--- config.mk ---
export PLATFORM = sky130hd
export DESIGN_NAME = aes_keyslot_ctrl
export DESIGN_NICKNAME = d
export VERILOG_FILES = /design/src/rtl/aes_keyslot_ctrl.sv
export SDC_FILE = /design/constraint.sdc
export NUM_CORES = 2
export LEC_CHECK = 0
export BUFFER_PORTS_ARGS = -buffer_cell sky130_fd_sc_hd__buf_2
export CAP_MARGIN = 20
export CORE_MARGIN = 2
export CORE_UTILIZATION = 50
export CTS_BUF_LIST = sky130_fd_sc_hd__clkbuf_2
export DETAILED_ROUTE_END_ITERATION = 8
export PLACE_DENSITY = 0.69
export SYNTH_ARGS = -nofsm -noshare
export SYNTH_HDL_FRONTEND = slang
export SYNTH_HIERARCHICAL = 1
export SYNTH_SLANG_ARGS = --single-unit
--- constraint.sdc ---
create_clock -name clk_i -period 5.6 [get_ports clk_i]
set_clock_uncertainty 0.1 [all_clocks]
set_input_delay 0 -clock clk_i [delete_from_list [all_inputs] [get_ports clk_i]]
set_output_delay 0 -clock clk_i [all_outputs]
set_load 0.005 [all_outputs]
--- src/rtl/aes_keyslot_ctrl.sv ---
// aes_keyslot_ctrl
//   START/ZEROIZE command controller in front of an aes1_core-compatible core,
//   with a bank of NUM_KEY_SLOTS 256-bit key slots. Key expansion is skipped
//   when the selected slot was the last one expanded and has not been written
//   since.
//
// Optional feature macro: AES_KEYSLOT_IRQ_EN
//   defined   : IRQ_EN register (bit0 done, bit1 err) and registered irq_o
//   undefined : IRQ_EN reads 0 / ignores writes, irq_o tied 0
//
// Ports
//   clk_i, rst_ni            clock, asynchronous active-low reset (shared with core)
//   reglk_ctrl_i[7:0]        lock bits (0 name rd, 1 CTRL/CONFIG wr, 3 key wr,
//                            4 STATUS/RESULT rd, 5 BLOCK/KEY_SEL wr)
//   acct_ctrl_i, debug_mode_i access permit / debug (blanks key, rejects START)
//   en_i, we_i, addr_i, wdata_i, rdata_o   register port, word = addr_i[11:3]
//   core_*_o / core_*_i      aes core handshake, key, block and result
//   irq_o                    level interrupt
//
// Word ordering: the lowest word index of a multi-word field holds its most
// significant 32 bits (KEY[s][0] = key[255:224], BLOCK 0x40 = block[127:96],
// RESULT 0x50 = result[127:96]).

// One key slot: eight key words, keylen bit and the "written since last
// expansion" flag.
module aes_keyslot_slot (
  input  logic         clk_i,
  input  logic         rst_ni,
  input  logic         i_key_we,
  input  logic [2:0]   i_key_wi,
  input  logic         i_klen_we,
  input  logic [31:0]  i_wdata,
  input  logic         i_z_we,
  input  logic [2:0]   i_z_wi,
  input  logic         i_z_start,
  input  logic         i_fresh_clr,
  output logic [255:0] o_key,
  output logic         o_keylen,
  output logic         o_fresh
);
  logic [0:7][31:0] r_key;
  logic             r_klen;
  logic             r_fresh;

  always_ff @(posedge clk_i or negedge rst_ni) begin
    if (!rst_ni) begin
      r_key   <= '0;
      r_klen  <= 1'b0;
      r_fresh <= 1'b0;
    end else begin
      if (i_z_we)        r_key[i_z_wi]   <= '0;
      else if (i_key_we) r_key[i_key_wi] <= i_wdata;
      if (i_z_start)      r_klen <= 1'b0;
      else if (i_klen_we) r_klen <= i_wdata[0];
      // a write racing the end of an expansion keeps the slot dirty
      if (i_key_we | i_klen_we)         r_fresh <= 1'b1;
      else if (i_fresh_clr | i_z_start) r_fresh <= 1'b0;
    end
  end

  assign o_key    = r_key;
  assign o_keylen = r_klen;
  assign o_fresh  = r_fresh;
endmodule

module aes_keyslot_ctrl #(
  parameter int NUM_KEY_SLOTS = 3,
  parameter int SLOT_W        = (NUM_KEY_SLOTS > 1) ? $clog2(NUM_KEY_SLOTS) : 1
) (
  input  logic         clk_i,
  input  logic         rst_ni,
  input  logic [7:0]   reglk_ctrl_i,
  input  logic         acct_ctrl_i,
  input  logic         debug_mode_i,
  input  logic         en_i,
  input  logic         we_i,
  input  logic [11:0]  addr_i,
  input  logic [63:0]  wdata_i,
  output logic [63:0]  rdata_o,
  output logic         core_init_o,
  output logic         core_next_o,
  output logic         core_encdec_o,
  output logic         core_keylen_o,
  output logic [255:0] core_key_o,
  output logic [127:0] core_block_o,
  input  logic         core_ready_i,
  input  logic         core_valid_i,
  input  logic [127:0] core_result_i,
  output logic         irq_o
);
  localparam int NSLOT_P = 1 << SLOT_W;
  localparam int ZW      = SLOT_W + 3;
  localparam logic [ZW-1:0] ZLAST = ZW'(8 * NUM_KEY_SLOTS - 1);

  typedef enum logic [2:0] {
    S_IDLE     = 3'd0,
    S_INIT     = 3'd1,
    S_INIT_GAP = 3'd2,
    S_WAIT_KEY = 3'd3,
    S_NEXT     = 3'd4,
    S_NEXT_GAP = 3'd5,
    S_WAIT_RES = 3'd6,
    S_ZERO     = 3'd7
  } state_e;

  state_e r_state, w_state_nx;

  logic              r_encdec;
  logic [SLOT_W-1:0] r_key_sel;
  logic [0:3][31:0]  r_block;
  logic [0:3][31:0]  r_result;
  logic [SLOT_W-1:0] r_op_slot;
  logic              r_op_keylen;
  logic              r_op_encdec;
  logic [255:0]      r_op_key;
  logic [127:0]      r_op_block;
  logic              r_done, r_err;
  logic              r_exp_vld;
  logic [SLOT_W-1:0] r_exp_slot;
  logic [ZW-1:0]     r_zcnt;

  logic [NSLOT_P-1:0][255:0] w_slot_key;
  logic [NSLOT_P-1:0]        w_slot_klen;
  logic [NSLOT_P-1:0]        w_fresh;

  logic        w_acc, w_wr;
  logic [8:0]  w_idx;
  logic [31:0] w_wd;
  logic        w_ctrl_hit, w_ctrl_ok, w_start_req, w_zero_req, w_clr;
  logic        w_idle, w_slot_ok, w_start_ok, w_start_err, w_zero_go;
  logic        w_exp_done, w_res_done, w_need_init, w_key_lock;
  logic        w_init, w_next;
  logic [63:0] w_rdata;
  logic        w_unused;

  assign w_acc = en_i & acct_ctrl_i;
  assign w_wr  = w_acc & we_i;
  assign w_idx = addr_i[11:3];
  assign w_wd  = wdata_i[31:0];

  // CTRL decode; a locked CTRL still sees START so it can be flagged as err
  assign w_ctrl_hit  = w_wr & (w_idx == 9'h008);
  assign w_ctrl_ok   = w_ctrl_hit & ~reglk_ctrl_i[1];
  assign w_start_req = w_ctrl_hit & w_wd[0];
  assign w_zero_req  = w_ctrl_ok & w_wd[1];
  assign w_clr       = w_ctrl_ok & w_wd[2];
  assign w_idle      = (r_state == S_IDLE);
  assign w_slot_ok   = (32'(r_key_sel) < 32'(NUM_KEY_SLOTS));
  // ZEROIZE wins over a START written in the same access
  assign w_start_ok  = w_ctrl_ok & w_wd[0] & w_idle & ~w_zero_req &
                       ~debug_mode_i & w_slot_ok;
  assign w_start_err = w_start_req & ~w_start_ok;
  assign w_zero_go   = w_zero_req & w_idle;
  assign w_exp_done  = (r_state == S_WAIT_KEY) & core_ready_i;
  assign w_res_done  = (r_state == S_WAIT_RES) & core_ready_i & core_valid_i;
  assign w_need_init = w_fresh[r_key_sel] | ~r_exp_vld | (r_key_sel != r_exp_slot);
  assign w_key_lock  = reglk_ctrl_i[3] | (r_state == S_ZERO);

  // key slot bank; slot indices past NUM_KEY_SLOTS read as empty
  for (genvar g = 0; g < NSLOT_P; g++) begin : g_slot
    if (g < NUM_KEY_SLOTS) begin : g_real
      logic w_kwe, w_lwe, w_zwe, w_fclr;
      assign w_kwe  = w_wr & ~w_key_lock & (w_idx[8:7] == 2'b01) & (w_idx[6:3] == 4'(g));
      assign w_lwe  = w_wr & ~w_key_lock & (w_idx[8:3] == 6'h0c) & (w_idx[2:0] == 3'(g));
      assign w_zwe  = (r_state == S_ZERO) & (r_zcnt[ZW-1:3] == SLOT_W'(g));
      assign w_fclr = w_exp_done & (r_op_slot == SLOT_W'(g));
      aes_keyslot_slot u_slot (
        .clk_i       (clk_i),
        .rst_ni      (rst_ni),
        .i_key_we    (w_kwe),
        .i_key_wi    (w_idx[2:0]),
        .i_klen_we   (w_lwe),
        .i_wdata     (w_wd),
        .i_z_we      (w_zwe),
        .i_z_wi      (r_zcnt[2:0]),
        .i_z_start   (w_zero_go),
        .i_fresh_clr (w_fclr),
        .o_key       (w_slot_key[g]),
        .o_keylen    (w_slot_klen[g]),
        .o_fresh     (w_fresh[g])
      );
    end else begin : g_pad
      assign w_slot_key[g]  = '0;
      assign w_slot_klen[g] = 1'b0;
      assign w_fresh[g]     = 1'b0;
    end
  end

  always_ff @(posedge clk_i or negedge rst_ni) begin
    if (!rst_ni) r_state <= S_IDLE;
    else         r_state <= w_state_nx;
  end

  always_comb begin
    w_state_nx = r_state;
    w_init     = 1'b0;
    w_next     = 1'b0;
    case (r_state)
      S_IDLE: begin
        if (w_zero_go)       w_state_nx = S_ZERO;
        else if (w_start_ok) w_state_nx = w_need_init ? S_INIT : S_NEXT;
      end
      S_INIT: begin
        w_init     = 1'b1;
        w_state_nx = S_INIT_GAP;
      end
      S_INIT_GAP: w_state_nx = S_WAIT_KEY;
      S_WAIT_KEY: if (core_ready_i) w_state_nx = S_NEXT;
      S_NEXT: begin
        w_next     = 1'b1;
        w_state_nx = S_NEXT_GAP;
      end
      S_NEXT_GAP: w_state_nx = S_WAIT_RES;
      S_WAIT_RES: if (core_ready_i & core_valid_i) w_state_nx = S_IDLE;
      S_ZERO:     if (r_zcnt == ZLAST) w_state_nx = S_IDLE;
      default:    w_state_nx = S_IDLE;
    endcase
  end

  always_ff @(posedge clk_i or negedge rst_ni) begin
    if (!rst_ni) begin
      r_encdec    <= 1'b0;
      r_key_sel   <= '0;
      r_block     <= '0;
      r_result    <= '0;
      r_op_slot   <= '0;
      r_op_keylen <= 1'b0;
      r_op_encdec <= 1'b0;
      r_op_key    <= '0;
      r_op_block  <= '0;
      r_done      <= 1'b0;
      r_err       <= 1'b0;
      r_exp_vld   <= 1'b0;
      r_exp_slot  <= '0;
      r_zcnt      <= '0;
    end else begin
      if (w_wr & ~reglk_ctrl_i[1] & (w_idx == 9'h00a)) r_encdec  <= w_wd[0];
      if (w_wr & ~reglk_ctrl_i[5] & (w_idx == 9'h00b)) r_key_sel <= w_wd[SLOT_W-1:0];
      if (w_zero_go) r_block <= '0;
      else if (w_wr & ~reglk_ctrl_i[5] & (w_idx[8:2] == 7'h10)) r_block[w_idx[1:0]] <= w_wd;
      if (w_zero_go)       r_result <= '0;
      else if (w_res_done) r_result <= core_result_i;
      // snapshot of everything the operation uses, so later writes cannot leak in
      if (w_start_ok) begin
        r_op_slot   <= r_key_sel;
        r_op_keylen <= w_slot_klen[r_key_sel];
        r_op_encdec <= r_encdec;
        r_op_key    <= w_slot_key[r_key_sel];
        r_op_block  <= r_block;
      end
      if (w_res_done) r_done <= 1'b1;
      else if (w_clr) r_done <= 1'b0;
      // clear is applied before a START in the same write, so a rejected START still flags
      if (w_start_err) r_err <= 1'b1;
      else if (w_clr)  r_err <= 1'b0;
      if (w_zero_go) r_exp_vld <= 1'b0;
      else if (w_exp_done) begin
        r_exp_vld  <= 1'b1;
        r_exp_slot <= r_op_slot;
      end
      if (w_zero_go)              r_zcnt <= '0;
      else if (r_state == S_ZERO) r_zcnt <= r_zcnt + ZW'(1);
    end
  end

`ifdef AES_KEYSLOT_IRQ_EN
  logic [1:0] r_irq_en;
  logic       r_irq;
  always_ff @(posedge clk_i or negedge rst_ni) begin
    if (!rst_ni) begin
      r_irq_en <= 2'b00;
      r_irq    <= 1'b0;
    end else begin
      if (w_wr & ~reglk_ctrl_i[1] & (w_idx == 9'h00c)) r_irq_en <= w_wd[1:0];
      r_irq <= (r_done & r_irq_en[0]) | (r_err & r_irq_en[1]);
    end
  end
  assign irq_o = r_irq;
`else
  assign irq_o = 1'b0;
`endif

  always_comb begin
    w_rdata = '0;
    if (w_acc) begin
      case (w_idx)
        9'h000: if (!reglk_ctrl_i[0]) w_rdata[31:0] = 32'h6165_7320;
        9'h001: if (!reglk_ctrl_i[0]) w_rdata[31:0] = 32'h2020_2020;
        9'h002: if (!reglk_ctrl_i[0]) w_rdata[31:0] = 32'h312e_3030;
        9'h009: if (!reglk_ctrl_i[4])
                  w_rdata[4:0] = {(r_state == S_ZERO), r_err, r_done,
                                  ~w_idle & (r_state != S_ZERO), w_idle};
        9'h00a: w_rdata[0] = r_encdec;
        9'h00b: w_rdata[SLOT_W-1:0] = r_key_sel;
`ifdef AES_KEYSLOT_IRQ_EN
        9'h00c: w_rdata[1:0] = r_irq_en;
`endif
        9'h040, 9'h041, 9'h042, 9'h043: w_rdata[31:0] = r_block[w_idx[1:0]];
        9'h050, 9'h051, 9'h052, 9'h053:
          if (!reglk_ctrl_i[4]) w_rdata[31:0] = r_result[w_idx[1:0]];
        default: ;
      endcase
    end
  end

  assign rdata_o       = w_rdata;
  assign core_init_o   = w_init;
  assign core_next_o   = w_next;
  assign core_encdec_o = r_op_encdec;
  assign core_keylen_o = r_op_keylen;
  assign core_key_o    = debug_mode_i ? '0 : r_op_key;
  assign core_block_o  = r_op_block;

  assign w_unused = ^{wdata_i[63:32], reglk_ctrl_i[7:6], reglk_ctrl_i[2]};
endmodule

# Word-level counts from Yosys, hierarchy flattened
# Index checks and enable logic that the tools add are counted.
[totals]
register_bits = 1434
input_bits = 220
out_inout_bits = 453
word_cells = 262
[classes]
addsub = 1
n_lt_le_gt_ge = 8
n_eq_ne = 39
n_mux = 71
bitwise = 64
reduce_logical = 28
[ops]
columns = ["operator", "count"]
rows = [
  ["$mux 256", 8],
  ["$and 256x256->256", 3],
  ["$bwmux 256", 3],
  ["$bmux 256 s2", 1],
  ["$mux 128", 4],
  ["$mux 32", 9],
  ["$not 256->256", 1],
  ["$demux 32 s3", 2],
  ["$pmux 27 s5", 1],
  ["$bmux 32 s2", 2],
  ["$bwmux 128", 1],
  ["$eq 9x7->1 const B", 8],
  ["$demux 32 s2", 1],
  ["$mux 30", 2],
  ["$and 1x1->1", 39],
  ["$eq 9x4->1 const B", 4],
  ["$mux 31", 1],
  ["$reduce_bool 2->1", 15],
  ["$pmux 3 s8", 1],
  ["$mux 1", 21],
  ["$mux 3", 6],
  ["$pmux 3 s6", 1],
  ["$mux 5", 3],
  ["$eq 3x3->1 const B", 4],
  ["other kinds (38)", 70],
]

# Depth between registers and ports, before layout
[logic_depth]
word_depth = 12
ltp_mapped = 10
mapped_depth_nobuf = 7

# Hierarchy
# Netlist, hierarchy kept.
[modules_own_cells]
columns = ["mod", "n_inst", "cells_per_inst", "area_each_um2", "seq_area_each_um2"]
rows = [
  ["aes_keyslot_ctrl", 1, 3315, 35337.6, 16515.8],
  ["aes_keyslot_slot", 3, 885, 10699.0, 6456.2],
]

# Least setup slack after synthesis
# Ideal clock, no wire load.
[synth_timing]
kind = "register -> register"
from = "reg r_state[1]"
to = "reg g_slot[0].g_real.u_slot.r_key (netlist bit g_slot[0].g_real.u_slot/o_key[193])"
setup_ns = 0.129
arrival_ns = 2.637
t_required_ns = 5.371
slack_ns = 2.734
stages_incl_launch_ff = 11
n_path_buf = 3
period_less_slack_ns = 2.866
cell_sequence = "dfrtp_1 > and3_1 > clkbuf_1 > nor3_1 > nand3_1 > nor4b_1 > nand2_2 > or4_1 > buf_6 > buf_12 > mux2i_1"
[synth_between]
elab_chain_cells = 7
elab_cells_between_ends = 9
classes_between = "eq/ne (1); mux (1); bitwise (6); reduce/logical (1)"
[synth_rtl]
columns = ["item", "line_no", "rtl"]
rows = [
  ["start, declared", "106", "state_e r_state, w_state_nx;"],
  ["start signal, assigned", "191", "else r_state <= w_state_nx;"],
  ["$eq 3x3->1", "157", "assign w_key_lock = reglk_ctrl_i[3] | (r_state == S_ZERO);"],
  ["$or 1x1->1", "157", ""],
  ["$not 1->1", "163", "assign w_kwe = w_wr & ~w_key_lock & (w_idx[8:7] == 2'b01) & (w_idx[6:3] == 4'(g));"],
  ["$and 1x1->1 (3 in a row)", "163", ""],
  ["via g_slot[0].g_real.w_kwe", "162", "logic w_kwe, w_lwe, w_zwe, w_fclr;"],
  ["$reduce_bool 2->1 (no line)", "n/a", ""],
  ["end signal, assigned by index", "52", "else if (i_key_we) r_key[i_key_wi] <= i_wdata;"],
  ["end, declared", "41", "logic [0:7][31:0] r_key;"],
]
# The timed path passes the listed nets, and every way through them passes these cells.
# A chain may end at the register's enable or synchronous reset.

# Final worst setup path
[layout_timing]
from = "in addr_i[11]"
to = "reg r_result[57] in the netlist's numbering"
[layout_between]
elab_chain_cells = 6
elab_cells_between_ends = 7
classes_between = "eq/ne (1); mux (1); bitwise (4); reduce/logical (1)"
[layout_rtl]
columns = ["item", "line_no", "rtl"]
rows = [
  ["start, declared", "77", "input logic [11:0] addr_i,"],
  ["$eq 9x4->1 (*)", "142", "assign w_ctrl_hit = w_wr & (w_idx == 9'h008);"],
  ["$and 1x1->1 (*)", "142", ""],
  ["$and 1x1->1 (*)", "143", "assign w_ctrl_ok = w_ctrl_hit & ~reglk_ctrl_i[1];"],
  ["$and 1x1->1 (*)", "145", "assign w_zero_req = w_ctrl_ok & w_wd[1];"],
  ["$and 1x1->1 (*)", "153", "assign w_zero_go = w_zero_req & w_idle;"],
  ["$mux 128 or $reduce_bool 2->1 (tied branches)", "n/a", ""],
  ["end signal, assigned", "242", "else if (w_res_done) r_result <= core_result_i;"],
  ["end, declared", "111", "logic [0:3][31:0] r_result;"],
]
# Mark *: on every way between the ends. The rest lies on a longest branch, timed or not.

==> impl_metrics.py <==
metrics = {
    "layout": {
        "fin_nets": 7574,
        "drive_above_1_share": 0.197,
        "layout_commonest_cell": "dfrtp_1",
        "areaGrowthSynthToFinish_pct": 21.6,
        "fin_util": 0.614,
        "mostFrequentLayoutCells": "dfrtp_1, mux2i_1, nand2_1, dlygate4sd3_1, buf_2",
        "n_fill_cell": 10600,
    },
    "critical_path": {
        "cp.arrival_ns": 6.84,
        "setup.worst_path.end": "r_result[57]$_DFFE_PN0P_",
        "reg2reg_to": "r_result[71]$_DFFE_PN0P_",
        "worstRegToRegCells": 9,
        "cp_max_fo": 140,
        "startpoint": "addr_i[11]",
        "endpoint_kind": "flip-flop",
        "start_kind": "input pin",
        "path_class": "in2reg",
        "regToRegSetupSlack_ns": 0.81,
        "reg2reg_from": "r_state[0]$_DFFE_PN0P_",
        "critPathRequiredTime_ns": 7.11,
    },
    "pwr": {
        "irDropWorstVdd_uv": 296,
        "power-per-cell-area_nw_per_um2": 354,
        "power.leakage_nw": 42.5,
        "power.total_mw": 29.0,
    },
    "grt": {
        "grt_pass1_wl_um": 355000,
        "grt_pass1_vias": 56700,
        "grt-ovfl-total": 0,
        "antenna_found_initial": 19,
        "grt_max_degree": 172,
        "grtUsageTotal": 0.344,
    },
    "sta": {
        "slew_viol_final": 0,
        "tightestPinTransition_ns": 1.23,
        "fmax_mhz": 188,
        "period_share": 0.952,
        "rsz0062_at_grt": "no",
        "finalCriticalPeriod_ns": 5.33,
        "finalHoldViolCount": 0,
        "setup_violations": 0,
        "fin_setup_tns_ns": 0,
        "slew_headroom": 0.176,
    },
    "route": {
        "wl_per_cell_um": 25.5,
        "vias": 54600,
        "drcViolationCount": 0,
        "drtIter0Drc": 6233,
        "drt_first_pass_iters": 6,
        "viasPerCell": 5.83,
        "ant_nets": 0,
        "totalWireLength_um": 239000,
    },
    "floorplan": {
        "ios": 673,
        "dieArea_um2": 138000,
        "die_h_um": 371,
        "fp.dieW_um": 371,
        "fp.coreArea_um2": 134000,
        "initial_core_util": 0.505,
        "fp-row-count": 134,
    },
    "flow_run": {
        "max_cap_violations": 0,
    },
    "clock_tree": {
        "ctsHtreeMaxLevel": 5,
        "cts.clk_slew.worst_paths_ns": 0.12,
        "root_buffer": "clkbuf_2",
        "ctsResizeCount": 0,
        "cts_setup_buffers": 0,
        "clk_latency_ns": 1.77,
        "clockBufferDepth": 4,
        "tritoncts": "done",
        "cts-buffers-inserted": 384,
        "cts.sinks": 1434,
        "hold_buffers": 755,
    },
    "worst_hold_path": {
        "hold_class": "in2reg",
    },
    "synth": {
        "synthArstFlopShare": 1.00,
        "ys_types": 57,
        "syn-instance-count": 5970,
        "seq_area_frac_synth": 0.532,
        "synth-edff-count": 0,
        "synth-seq-cells": 1434,
        "synth_ff_type": "dfrtp_1",
        "synth_warnings": 6,
        "syn_area_per_cell_um2": 11.3,
        "syn_area_um2": 67400,
    },
    "placed_design": {
        "place_congestion": 0.866,
        "hpwl_um": 138000,
        "buffer_ports.inserted": 601,
    },
    "status": {
        "status": "finished clean",
    },
}
[where the power goes]
part	total, mW	internal [mW]	leakage, nW	switching, mW
registers	14.6	12.9	16.4	1.66
logic	7.16	3.54	23.6	3.62
clock network	7.29	2.84	2.53	4.46
[metrics by stage]
step | hold slack [ns] | setup slack [ns] | area, um^2 | std cells
after floorplan | -0.396 | 2.73 | 67600 | 6002
after global routing | 0.155 | 0.287 | 82000 | 9370
final | 0.312 | 0.267 | 82000 | 9372
after detailed placement | 0.0491 | 1.54 | 71100 | 7978
after CTS | 0.0457 | 0.698 | 82000 | 9365
after global placement | 0.0396 | 1.71 | 71100 | 7978
[layout make-up]
class                      count  area (um^2)  share of cell area
antenna                        5         12.5            0.000153
sequential                  1434        35900               0.438
inverter                     100          375             0.00458
timing repair buffer        1460        11700               0.143
clock buffer                 570         2850              0.0348
multi-input combinational   3973        28600               0.349
clock inverter                62          344             0.00420
tap                         1768         2210              0.0270
[cells by family (layout without fill, tap and decap cells)]
kind of cell	count (synthesis)	in the layout	synth area share
AND/OR/NAND/NOR	1730	1730	0.115
other	1	38	0.0000556
flip-flops	1434	1434	0.532
multiplexers	1614	1614	0.259
AO/OA/AOI/OAI	591	591	0.0461
adder cells (fa/ha/maj)	1	1	0.000186
buffers and inverters	595	2192	0.0471
XOR/XNOR	4	4	0.000520
[worst max-delay path, cell delays in order]
cell	delay, ns
dlygate4sd3_1	0.54
dlygate4sd3_1	0.60
buf_2	0.15
dlygate4sd3_1	0.62
or4b_1	0.56
dlygate4sd3_1	0.68
nor4_4	0.27
dlygate4sd3_1	0.78
and3_4	0.24
dlygate4sd3_1	0.66
buf_16	0.31
buf_12	0.50
nor2_1	0.14
dlygate4sd3_1	0.63
[per-layer routing]
layer  up-vias  global-route usage  wire (um)
li1      23200                   -          -
met1     27100               0.440      92200
met2      3426               0.517     106000
met3       882               0.106      25000
met4        10               0.201      15000
met5         -             0.00105         67
[state kept, by name (all words and copies together), names as in the netlist, 5 cells and up]
signal and flops:
r_result 128, g_slot.g_real.u_slot/o_key 768, r_op_key 256, r_block 128, r_zcnt 5, core_block_o 128
[Yosys cell counts, types with 10 or more instances]
| master | n | area (um^2) |
|---|---|---|
| nor2b_1 | 261 | 1630 |
| nor2_1 | 172 | 646 |
| buf_2 | 52 | 260 |
| dfrtp_1 | 1434 | 35900 |
| clkbuf_1 | 302 | 1130 |
| o21ai_0 | 389 | 1950 |
| nand2_1 | 1048 | 3930 |
| buf_1 | 18 | 67.6 |
| buf_6 | 81 | 912 |
| mux2i_1 | 1157 | 11600 |
| nand3_1 | 135 | 676 |
| inv_1 | 100 | 375 |
| or3_1 | 12 | 75.1 |
| nand4b_1 | 11 | 96.3 |
| mux2_2 | 93 | 1050 |
| a21oi_1 | 150 | 751 |
| mux2_1 | 300 | 3380 |
| mux4_2 | 64 | 1440 |
| buf_4 | 33 | 248 |
| nor4_1 | 10 | 62.6 |
| nand2b_1 | 11 | 68.8 |
| a22oi_1 | 29 | 218 |
[how the worst min path moves through the flow]
stage	depth (start not counted)	end	slack, ns	start
floorplan	0	core_block_o[0]$_DFFE_PN0P_	-0.40	rst_ni
global route	8	g_slot[1].g_real.u_slot/o_fresh$_DFFE_PN0P_	0.15	reglk_ctrl_i[3]
global placement	1	r_op_key[70]$_DFFE_PN0P_	0.04	rst_ni
detailed placement	1	r_op_key[70]$_DFFE_PN0P_	0.05	rst_ni
CTS	9	g_slot[0].g_real.u_slot/o_key[63]$_DFFE_PN0P_	0.05	reglk_ctrl_i[3]
finish	9	g_slot[0].g_real.u_slot/o_key[63]$_DFFE_PN0P_	0.31	reglk_ctrl_i[3]
Note: power is estimated with default switching activity, not from simulation.
